`src/rtl/minimips_ctrl_pkg.sv`:
```
// ----------------------------------------------------------------------------
// minimips_ctrl_pkg
//
// Shared definitions for the MiniMIPS multi-cycle main controller:
//   - opcode values of IR[15:12]
//   - ALUop encodings (shared with Alu_Control)
//   - datapath select encodings (pc_source, alu_src_a, alu_src_b, iord,
//     reg_dst, mem_to_reg)
//   - the 4-bit controller state enumeration
//   - the packed bundle of controller outputs
//   - small opcode-decoding helpers used by the controller
// ----------------------------------------------------------------------------
package minimips_ctrl_pkg;

  localparam int OPCODE_W = 4;
  localparam int ALU_OP_W = 3;

  // Opcodes (IR[15:12]); 1001-1111 are undefined.
  localparam logic [OPCODE_W-1:0] OP_RTYPE = 4'b0000;
  localparam logic [OPCODE_W-1:0] OP_ADDI  = 4'b0001;
  localparam logic [OPCODE_W-1:0] OP_ANDI  = 4'b0010;
  localparam logic [OPCODE_W-1:0] OP_ORI   = 4'b0011;
  localparam logic [OPCODE_W-1:0] OP_LW    = 4'b0100;
  localparam logic [OPCODE_W-1:0] OP_SW    = 4'b0101;
  localparam logic [OPCODE_W-1:0] OP_BEQ   = 4'b0110;
  localparam logic [OPCODE_W-1:0] OP_BNE   = 4'b0111;
  localparam logic [OPCODE_W-1:0] OP_J     = 4'b1000;

  // ALUop encodings understood by Alu_Control.
  localparam logic [ALU_OP_W-1:0] ALU_ADD  = 3'b000;
  localparam logic [ALU_OP_W-1:0] ALU_SUB  = 3'b100;
  localparam logic [ALU_OP_W-1:0] ALU_AND  = 3'b010;
  localparam logic [ALU_OP_W-1:0] ALU_OR   = 3'b101;
  localparam logic [ALU_OP_W-1:0] ALU_FUNC = 3'b111;

  // PC input mux.
  localparam logic [1:0] PC_SRC_ALU    = 2'b00;  // PC + 1 straight from the ALU
  localparam logic [1:0] PC_SRC_ALUOUT = 2'b01;  // branch target held in ALUOut
  localparam logic [1:0] PC_SRC_JUMP   = 2'b10;  // jump target

  // ALU operand muxes.
  localparam logic       SRC_A_PC     = 1'b0;
  localparam logic       SRC_A_REG    = 1'b1;
  localparam logic [1:0] SRC_B_REG    = 2'b00;
  localparam logic [1:0] SRC_B_ONE    = 2'b01;
  localparam logic [1:0] SRC_B_IMM    = 2'b10;
  localparam logic [1:0] SRC_B_BRANCH = 2'b11;

  // Memory address, register destination and write-back data muxes.
  localparam logic IORD_PC        = 1'b0;
  localparam logic IORD_ALUOUT    = 1'b1;
  localparam logic REG_DST_RT     = 1'b0;
  localparam logic REG_DST_RD     = 1'b1;
  localparam logic MEM_TO_REG_ALU = 1'b0;
  localparam logic MEM_TO_REG_MDR = 1'b1;

  typedef enum logic [3:0] {
    S_IDLE      = 4'd0,
    S_FETCH     = 4'd1,
    S_DECODE    = 4'd2,
    S_R_EXEC    = 4'd3,
    S_R_WB      = 4'd4,
    S_I_EXEC    = 4'd5,
    S_I_WB      = 4'd6,
    S_MEM_ADDR  = 4'd7,
    S_MEM_READ  = 4'd8,
    S_MEM_WB    = 4'd9,
    S_MEM_WRITE = 4'd10,
    S_BRANCH    = 4'd11,
    S_JUMP      = 4'd12
  } state_e;

  // Every controller output in one bundle so a single '0 gives the
  // all-inactive default.
  typedef struct packed {
    logic                mem_req;
    logic                mem_read;
    logic                mem_write;
    logic                iord;
    logic                ir_write;
    logic                pc_write;
    logic [1:0]          pc_source;
    logic                alu_src_a;
    logic [1:0]          alu_src_b;
    logic [ALU_OP_W-1:0] alu_op;
    logic                reg_dst;
    logic                mem_to_reg;
    logic                reg_write;
    logic                illegal_op;
    logic                retired;
  } ctrl_out_t;

  // State reached from DECODE; undefined opcodes return straight to FETCH.
  function automatic state_e decode_target(input logic [OPCODE_W-1:0] op);
    case (op)
      OP_RTYPE:                return S_R_EXEC;
      OP_ADDI, OP_ANDI, OP_ORI: return S_I_EXEC;
      OP_LW, OP_SW:            return S_MEM_ADDR;
      OP_BEQ, OP_BNE:          return S_BRANCH;
      OP_J:                    return S_JUMP;
      default:                 return S_FETCH;
    endcase
  endfunction

  function automatic logic is_legal_opcode(input logic [OPCODE_W-1:0] op);
    return op <= OP_J;
  endfunction

  // ALU operation for the immediate-arithmetic group.
  function automatic logic [ALU_OP_W-1:0] i_type_alu_op(input logic [OPCODE_W-1:0] op);
    case (op)
      OP_ANDI: return ALU_AND;
      OP_ORI:  return ALU_OR;
      default: return ALU_ADD;
    endcase
  endfunction

endpackage

```
`src/rtl/main_control_fsm_if.sv`:
```
// ----------------------------------------------------------------------------
// main_control_fsm_if
//
// Bundle between the main controller and the MiniMIPS datapath / memory.
//   master : the controller (drives selects and enables, reads status)
//   slave  : the datapath side (supplies opcode, alu_zero, mem_ready)
//
// Status into the controller:
//   opcode[3:0]   IR[15:12], valid from DECODE onward
//   alu_zero      ALU zero flag
//   mem_ready     memory completes the current access this cycle
// Controls out of the controller:
//   mem_req, mem_read, mem_write, iord, ir_write, pc_write, pc_source[1:0],
//   alu_src_a, alu_src_b[1:0], alu_op[2:0], reg_dst, mem_to_reg, reg_write,
//   illegal_op, retired
// ----------------------------------------------------------------------------
interface main_control_fsm_if;
  import minimips_ctrl_pkg::*;

  logic [OPCODE_W-1:0] opcode;
  logic                alu_zero;
  logic                mem_ready;

  logic                mem_req;
  logic                mem_read;
  logic                mem_write;
  logic                iord;
  logic                ir_write;
  logic                pc_write;
  logic [1:0]          pc_source;
  logic                alu_src_a;
  logic [1:0]          alu_src_b;
  logic [ALU_OP_W-1:0] alu_op;
  logic                reg_dst;
  logic                mem_to_reg;
  logic                reg_write;
  logic                illegal_op;
  logic                retired;

  modport master (
    input  opcode, alu_zero, mem_ready,
    output mem_req, mem_read, mem_write, iord, ir_write, pc_write, pc_source,
           alu_src_a, alu_src_b, alu_op, reg_dst, mem_to_reg, reg_write,
           illegal_op, retired
  );

  modport slave (
    output opcode, alu_zero, mem_ready,
    input  mem_req, mem_read, mem_write, iord, ir_write, pc_write, pc_source,
           alu_src_a, alu_src_b, alu_op, reg_dst, mem_to_reg, reg_write,
           illegal_op, retired
  );

endinterface

```
`src/rtl/main_control_fsm.sv`:
```
// ----------------------------------------------------------------------------
// main_control_fsm
//
// Multi-cycle main controller for MiniMIPS. Walks one instruction at a time
// through FETCH, DECODE, execute, memory and write-back, driving every
// datapath select/enable and the ALUop for Alu_Control.
//
// Ports:
//   clk    in  rising-edge clock
//   reset  in  asynchronous, active-high; forces IDLE (all outputs 0)
//   ctrl   master side of main_control_fsm_if (opcode, alu_zero, mem_ready
//          in; all controls out)
//
// Outputs are decoded from the state alone, except ir_write/pc_write in
// FETCH (gated by mem_ready), pc_write in BRANCH (gated by alu_zero),
// retired in MEM_WRITE (gated by mem_ready), and illegal_op / alu_op, which
// read the opcode the IR already holds. The opcode is never copied into
// this block: the IR is the only holder of it.
// ----------------------------------------------------------------------------
module main_control_fsm
  import minimips_ctrl_pkg::*;
(
  input  logic                clk,
  input  logic                reset,
  main_control_fsm_if.master  ctrl
);

  state_e    state_q;
  state_e    state_d;
  ctrl_out_t out;

  // --------------------------------------------------------------------------
  // State register
  // --------------------------------------------------------------------------
  // NOTE: flops use non-blocking (<=) so every register samples pre-edge
  // values regardless of process evaluation order.
  always_ff @(posedge clk or posedge reset) begin
    if (reset) begin
      state_q <= S_IDLE;
    end else begin
      state_q <= state_d;
    end
  end

  // --------------------------------------------------------------------------
  // Next state and outputs
  // --------------------------------------------------------------------------
  always_comb begin
    // NOTE: defaults first give every path an assignment, so no latch is
    // inferred and every output not named in a state reads 0.
    state_d = state_q;
    out     = '0;

    case (state_q)
      S_IDLE: begin
        state_d = S_FETCH;
      end

      // Read the instruction at PC while the ALU forms PC + 1. IR and PC load
      // together on the cycle the memory completes.
      S_FETCH: begin
        out.mem_req   = 1'b1;
        out.mem_read  = 1'b1;
        out.iord      = IORD_PC;
        out.alu_src_a = SRC_A_PC;
        out.alu_src_b = SRC_B_ONE;
        out.alu_op    = ALU_ADD;
        out.pc_source = PC_SRC_ALU;
        out.ir_write  = ctrl.mem_ready;
        out.pc_write  = ctrl.mem_ready;
        if (ctrl.mem_ready) begin
          state_d = S_DECODE;
        end
      end

      // PC already points past this instruction, so PC + offset computed here
      // is the branch target; it is parked in ALUOut for BRANCH.
      S_DECODE: begin
        out.alu_src_a  = SRC_A_PC;
        out.alu_src_b  = SRC_B_BRANCH;
        out.alu_op     = ALU_ADD;
        out.illegal_op = ~is_legal_opcode(ctrl.opcode);
        state_d        = decode_target(ctrl.opcode);
      end

      S_R_EXEC: begin
        out.alu_src_a = SRC_A_REG;
        out.alu_src_b = SRC_B_REG;
        out.alu_op    = ALU_FUNC;
        state_d       = S_R_WB;
      end

      S_R_WB: begin
        out.reg_dst    = REG_DST_RD;
        out.mem_to_reg = MEM_TO_REG_ALU;
        out.reg_write  = 1'b1;
        out.retired    = 1'b1;
        state_d        = S_FETCH;
      end

      S_I_EXEC: begin
        out.alu_src_a = SRC_A_REG;
        out.alu_src_b = SRC_B_IMM;
        out.alu_op    = i_type_alu_op(ctrl.opcode);
        state_d       = S_I_WB;
      end

      S_I_WB: begin
        out.reg_dst    = REG_DST_RT;
        out.mem_to_reg = MEM_TO_REG_ALU;
        out.reg_write  = 1'b1;
        out.retired    = 1'b1;
        state_d        = S_FETCH;
      end

      S_MEM_ADDR: begin
        out.alu_src_a = SRC_A_REG;
        out.alu_src_b = SRC_B_IMM;
        out.alu_op    = ALU_ADD;
        state_d       = (ctrl.opcode == OP_LW) ? S_MEM_READ : S_MEM_WRITE;
      end

      S_MEM_READ: begin
        out.mem_req  = 1'b1;
        out.mem_read = 1'b1;
        out.iord     = IORD_ALUOUT;
        if (ctrl.mem_ready) begin
          state_d = S_MEM_WB;
        end
      end

      S_MEM_WB: begin
        out.reg_dst    = REG_DST_RT;
        out.mem_to_reg = MEM_TO_REG_MDR;
        out.reg_write  = 1'b1;
        out.retired    = 1'b1;
        state_d        = S_FETCH;
      end

      // A store has nothing left to do once memory accepts it, so it retires
      // in its completing cycle.
      S_MEM_WRITE: begin
        out.mem_req   = 1'b1;
        out.mem_write = 1'b1;
        out.iord      = IORD_ALUOUT;
        out.retired   = ctrl.mem_ready;
        if (ctrl.mem_ready) begin
          state_d = S_FETCH;
        end
      end

      // The subtract only produces alu_zero; the target comes from ALUOut.
      S_BRANCH: begin
        out.alu_src_a = SRC_A_REG;
        out.alu_src_b = SRC_B_REG;
        out.alu_op    = ALU_SUB;
        out.pc_source = PC_SRC_ALUOUT;
        out.pc_write  = (ctrl.opcode == OP_BNE) ? ~ctrl.alu_zero : ctrl.alu_zero;
        out.retired   = 1'b1;
        state_d       = S_FETCH;
      end

      S_JUMP: begin
        out.pc_source = PC_SRC_JUMP;
        out.pc_write  = 1'b1;
        out.retired   = 1'b1;
        state_d       = S_FETCH;
      end

      // Unused encodings recover through IDLE with everything inactive.
      default: begin
        state_d = S_IDLE;
      end
    endcase
  end

  // --------------------------------------------------------------------------
  // Drive the bus
  // --------------------------------------------------------------------------
  assign ctrl.mem_req    = out.mem_req;
  assign ctrl.mem_read   = out.mem_read;
  assign ctrl.mem_write  = out.mem_write;
  assign ctrl.iord       = out.iord;
  assign ctrl.ir_write   = out.ir_write;
  assign ctrl.pc_write   = out.pc_write;
  assign ctrl.pc_source  = out.pc_source;
  assign ctrl.alu_src_a  = out.alu_src_a;
  assign ctrl.alu_src_b  = out.alu_src_b;
  assign ctrl.alu_op     = out.alu_op;
  assign ctrl.reg_dst    = out.reg_dst;
  assign ctrl.mem_to_reg = out.mem_to_reg;
  assign ctrl.reg_write  = out.reg_write;
  assign ctrl.illegal_op = out.illegal_op;
  assign ctrl.retired    = out.retired;

endmodule

```
`src/flat_wrapper.sv`:
```
// flat-port wrapper written by rule: the top's interface ports become plain ports
module main_control_fsm_flat import minimips_ctrl_pkg::*;
  (clk, reset, ctrl_opcode, ctrl_alu_zero, ctrl_mem_ready, ctrl_mem_req, ctrl_mem_read, ctrl_mem_write, ctrl_iord, ctrl_ir_write, ctrl_pc_write, ctrl_pc_source, ctrl_alu_src_a, ctrl_alu_src_b, ctrl_alu_op, ctrl_reg_dst, ctrl_mem_to_reg, ctrl_reg_write, ctrl_illegal_op, ctrl_retired);
  main_control_fsm_if ctrl_i ();
  input  logic clk;
  input  logic reset;
  input wire logic [$bits(ctrl_i.opcode)-1:0] ctrl_opcode;
  input wire logic [$bits(ctrl_i.alu_zero)-1:0] ctrl_alu_zero;
  input wire logic [$bits(ctrl_i.mem_ready)-1:0] ctrl_mem_ready;
  output wire logic [$bits(ctrl_i.mem_req)-1:0] ctrl_mem_req;
  output wire logic [$bits(ctrl_i.mem_read)-1:0] ctrl_mem_read;
  output wire logic [$bits(ctrl_i.mem_write)-1:0] ctrl_mem_write;
  output wire logic [$bits(ctrl_i.iord)-1:0] ctrl_iord;
  output wire logic [$bits(ctrl_i.ir_write)-1:0] ctrl_ir_write;
  output wire logic [$bits(ctrl_i.pc_write)-1:0] ctrl_pc_write;
  output wire logic [$bits(ctrl_i.pc_source)-1:0] ctrl_pc_source;
  output wire logic [$bits(ctrl_i.alu_src_a)-1:0] ctrl_alu_src_a;
  output wire logic [$bits(ctrl_i.alu_src_b)-1:0] ctrl_alu_src_b;
  output wire logic [$bits(ctrl_i.alu_op)-1:0] ctrl_alu_op;
  output wire logic [$bits(ctrl_i.reg_dst)-1:0] ctrl_reg_dst;
  output wire logic [$bits(ctrl_i.mem_to_reg)-1:0] ctrl_mem_to_reg;
  output wire logic [$bits(ctrl_i.reg_write)-1:0] ctrl_reg_write;
  output wire logic [$bits(ctrl_i.illegal_op)-1:0] ctrl_illegal_op;
  output wire logic [$bits(ctrl_i.retired)-1:0] ctrl_retired;
  assign ctrl_i.opcode = ctrl_opcode;
  assign ctrl_i.alu_zero = ctrl_alu_zero;
  assign ctrl_i.mem_ready = ctrl_mem_ready;
  assign ctrl_mem_req = ctrl_i.mem_req;
  assign ctrl_mem_read = ctrl_i.mem_read;
  assign ctrl_mem_write = ctrl_i.mem_write;
  assign ctrl_iord = ctrl_i.iord;
  assign ctrl_ir_write = ctrl_i.ir_write;
  assign ctrl_pc_write = ctrl_i.pc_write;
  assign ctrl_pc_source = ctrl_i.pc_source;
  assign ctrl_alu_src_a = ctrl_i.alu_src_a;
  assign ctrl_alu_src_b = ctrl_i.alu_src_b;
  assign ctrl_alu_op = ctrl_i.alu_op;
  assign ctrl_reg_dst = ctrl_i.reg_dst;
  assign ctrl_mem_to_reg = ctrl_i.mem_to_reg;
  assign ctrl_reg_write = ctrl_i.reg_write;
  assign ctrl_illegal_op = ctrl_i.illegal_op;
  assign ctrl_retired = ctrl_i.retired;
  main_control_fsm u_core (.clk(clk), .reset(reset), .ctrl(ctrl_i));
endmodule
```
`config.mk`:
```
export PLATFORM = sky130hd
export DESIGN_NAME = main_control_fsm_flat
export DESIGN_NICKNAME = d
export VERILOG_FILES = /design/src/rtl/minimips_ctrl_pkg.sv /design/src/rtl/main_control_fsm_if.sv /design/src/rtl/main_control_fsm.sv /design/src/flat_wrapper.sv
export SDC_FILE = /design/constraint.sdc
export NUM_CORES = 1
export LEC_CHECK = 0
export ABC_AREA = 0
export CAP_MARGIN = 0
export CORE_MARGIN = 4
export CORE_UTILIZATION = 37
export CTS_CLUSTER_DIAMETER = 60
export DETAILED_ROUTE_END_ITERATION = 7
export PLACE_DENSITY = 0.75
export SETUP_SLACK_MARGIN = 0.05
export SYNTH_ARGS = -nofsm -noshare
export SYNTH_HDL_FRONTEND = slang
export SYNTH_SLANG_ARGS = --single-unit
```
`constraint.sdc`:
```
create_clock -name clk -period 1.7 [get_ports clk]
set_input_delay 0.34 -clock clk [delete_from_list [all_inputs] [get_ports clk]]
set_output_delay 0.34 -clock clk [all_outputs]
set_load 0.01 [all_outputs]
```
==> results.env <==
WORSTPATHMAXFANOUT=3
VDD_IR_DROP_MAX_uV=1420
HTREEDEPTH=1
AVGVIACOUNTPERCELL=5.83
FIRST_GLOBAL_VIAS=931
TOP_REGS='u_core.state_q x4'
FP-ROW-COUNT=14
REGISTER_WITH_THE_HIGHEST_FLOP_COUNT='u_core.state_q'
LEAKAGEPOWER_nW=0.675
POST_SYNTH_INST_COUNT=90
FINAL_MIN_PERIOD_OVER_CLOCK_PERIOD=1.15
GRT_PASS1_WL_UM=4310
SYNTH_NETS=98
YS_WARN_COUNT=0
HP-CLASS='in -> async'
TIMING.SETUP.TNS_NS=-1.43
DESIGN.PORTCOUNT=27
DRC=0
MAX_FREQ_MHz=511
WORSTSKEWPAIRLATENCY_NS=0.23
ROUTE.MET3.WL_UM=220
PART_OF_THE_YOSYS_AREA_USED_FOR_SEQUENTIAL_ELEMENTS=0.162
FAILED_CHECKS='negative setup slack'
PORT_BUFFERS=26
WIRE_PER_INST_UM=20.3
YOSYS.AREA.TOP_TYPE_SHARE=0.162
MAX-CLOCK-PATH-BUFFERS=2
SLEW-LIMIT-HEADROOM=0.722
POST-SYNTH-TOP-COUNT-CELL='nor2_1'
NETLIST_AREA_SQ_UM=617
CRIT_PATH_END_KIND='primary output'
WORSTMARGINPINSLEW_NS=0.412
TRITONCTS_NUM_SINKS=4
WORSTPATHREQUIRED_NS=1.36
POWER.TOTAL_mW=2.53
INITIAL_CORE_UTIL=0.400
P_PER_AREA_nW_PER_UM2=1820
TYPE_OF_THE_SETUP_PATH_WITH_THE_LEAST_SLACK='reg -> out'
CLOCK_TREE_FROM_TRITONCTS='done'
NETLIST.TOP_CELL.BY_AREA='dfrtp_1'
GLOBAL_ROUTE.USAGE.TOTAL=0.227
CLOCK_TREE.ROOT_CELL='clkbuf_4'
MAXIMUM_CAPACITANCE_VIOLATIONS=0
PATH_CLK_SLEW_NS=0.03
STATUS='finished, violations left'
TIMING.FINAL.WS_SETUP_NS=-0.257
DRV_SLEW=0
NUMBER_OF_FAILING_HOLD_ENDPOINTS_AT_THE_FINAL_STAGE=0
DIE_H_UM=48.8
NUMBER_OF_SYNTHESIZED_FLOPS_WITH_AN_ENABLE_PIN=0
FINALNETCOUNT=169
LAYOUT-DRIVE-GT1-SHARE=0.648
POST_SYNTH_MAIN_AREA_CONTRIBUTORS='dfrtp_1 (16%), nand2b_1 (7.1%), nor2_1 (6.7%), nand2_1 (4.3%), nor3b_1 (3.7%)'
SYNTH.DISTINCT_CELLS=37
ROUTE.MET2.WL_UM=1840
LARGEST_REGISTER_FF_COUNT=4
DPL.CELL_COUNT=153
DR.FIRST_ITER.DRC_COUNT=40
SYNTH.AVG_CELL_AREA_SQ_UM=6.85
NUMBER_OF_VIAS_AFTER_DETAILED_ROUTING=1021
CORE_SQ_UM=1540
FILLCELLCOUNT=66
CRITPATHLAUNCHTYPE='flop'
ARRIVAL_NS=1.62
LARGEST_NET_DEGREE_AT_THE_START_OF_GLOBAL_ROUTING=13
ASYNC_FLOP_SHARE=1.00
ANTENNA-DIODE-COUNT=0
DETAIL_ROUTE.WIRELENGTH.MET1_UM=1410
SYNTHFLOPTYPE='dfrtp_1'
DIE_X_UM=48.8
DETAIL_ROUTE_ANTENNA_NETS=0
GRT_SETUP_UNREPAIRED='yes'
FIRSTDRTPASSITERS=4
SETUP_VIOL=14
DETAILEDPLACEMENTHPWL_UM=1700
AREA_GROWTH_PCT=126
PERIOD_MINUS_SLACK_NS=1.96
YS_FF_LATCH=4
FIN_WORST_HOLD_SLACK_NS=0.291
TOP_ROUTING_LAYER_IN_USE='met4'
DIE_AREA_SQ_UM=2380
GLOBALPLACE.CONGESTION=0.851
ROUTE.FINAL.WIRE_LENGTH_UM=3550
GRT_OVERFLOW=0
SYNTH.TOP_CELLS.BY_COUNT='nor2_1 (11), nand2_1 (7), nand2b_1 (7)'
NUMBER_OF_CLOCK_BUFFERS_INSERTED_BY_TRITONCTS=3
CLOCK-SKEW-FINAL_NS=0.000337
NUMBER_OF_ANTENNA_VIOLATIONS_AT_THE_FIRST_CHECK_IN_GLOBAL_ROUTING=0
LAYOUTNONFILLERINSTCOUNT=175
-- cell type report --
type | instances | area, sq um | share of cell area
repair buffers | 75 | 626 | 0.449
inverters | 4 | 15.0 | 0.0108
multi-input cells | 73 | 609 | 0.437
flip-flops and latches | 4 | 101 | 0.0727
well taps | 16 | 20.0 | 0.0144
clock buffers | 3 | 22.5 | 0.0162
-- metrics by stage --
stage | area (sq um) | setup WS, ns | utilization
3_5_place_dp | 1090 | -0.816 | 0.705
3_3_place_gp | 1090 | -0.803 | 0.705
4_1_cts | 1200 | -0.239 | 0.778
2_1_floorplan | 637 | 0.0422 | -
6_report | 1390 | -0.257 | 0.904
5_1_grt | 1390 | -0.323 | 0.904
-- report_power, final --
group / switching, mW / leakage [nW] / internal (mW) / total (mW)
sequential: 0.0496 / 0.0488 / 0.141 / 0.191
clock: 0.0330 / 0.0138 / 0.0785 / 0.112
combinational: 1.05 / 0.612 / 1.17 / 2.23
-- worst max-delay path, stage by stage (launching register included) --
cell,delay (ns)
dfrtp_1,0.38
buf_6,0.13
buf_4,0.12
buf_6,0.11
nor3b_4,0.14
a32oi_2,0.27
o21ai_2,0.09
buf_2,0.14
-- repair_timing --
| action | in CTS | in global routing |
|---|---|---|
| setup buffers | 11 | 10 |
| hold endpoints to repair | 0 | 0 |
| pin swaps | 9 | 13 |
| endpoints found under the setup margin | 19 | 20 |
| hold buffers | 0 | 0 |
| gates cloned | 0 | 1 |
| gates resized for setup | 111 | 29 |
-- final timing paths --
check / startpoint / endpoint / slack (ns) / cells after the start
max: u_core.state_q[2] / ctrl_alu_op[2] / -0.26 / 7
min: reset / u_core.state_q[0] / 0.29 / 2
max reg2reg: u_core.state_q[2] / u_core.state_q[1] / -0.01 / 7
min reg2reg: u_core.state_q[2] / u_core.state_q[3] / 0.79 / 3
max in group asynchronous: reset / u_core.state_q[3] / 1.25 / 2
min in group clk: u_core.state_q[2] / u_core.state_q[3] / 0.79 / 3
-- cell families (layout without fill, tap and decap cells) --
| kind of cell | Yosys count | in the layout | synth area share |
|---|---|---|---|
| simple gates | 46 | 46 | 0.424 |
| compound gates | 26 | 26 | 0.300 |
| buf+inv | 13 | 82 | 0.0994 |
| flops | 4 | 4 | 0.162 |
| xor+xnor | 1 | 1 | 0.0142 |
-- cells in the final DEF, fill, tap and decap left out, types with 3 or more instances in the layout --
master	n
nand2_1	5
buf_4	33
dlygate4sd2_1	3
clkbuf_4	3
a21oi_1	3
nor2_1	6
buf_6	17
nor2_4	3
nand2b_4	5
nor3_1	3
dfrtp_1	3
buf_2	16
-- routing by layer --
metal  vias up  GRT usage
met4         0     0.0987
met2        65      0.407
met5         -          0
met1       485      0.257
li1        462          -
met3         9     0.0428
(Power assumes the default switching activity.)
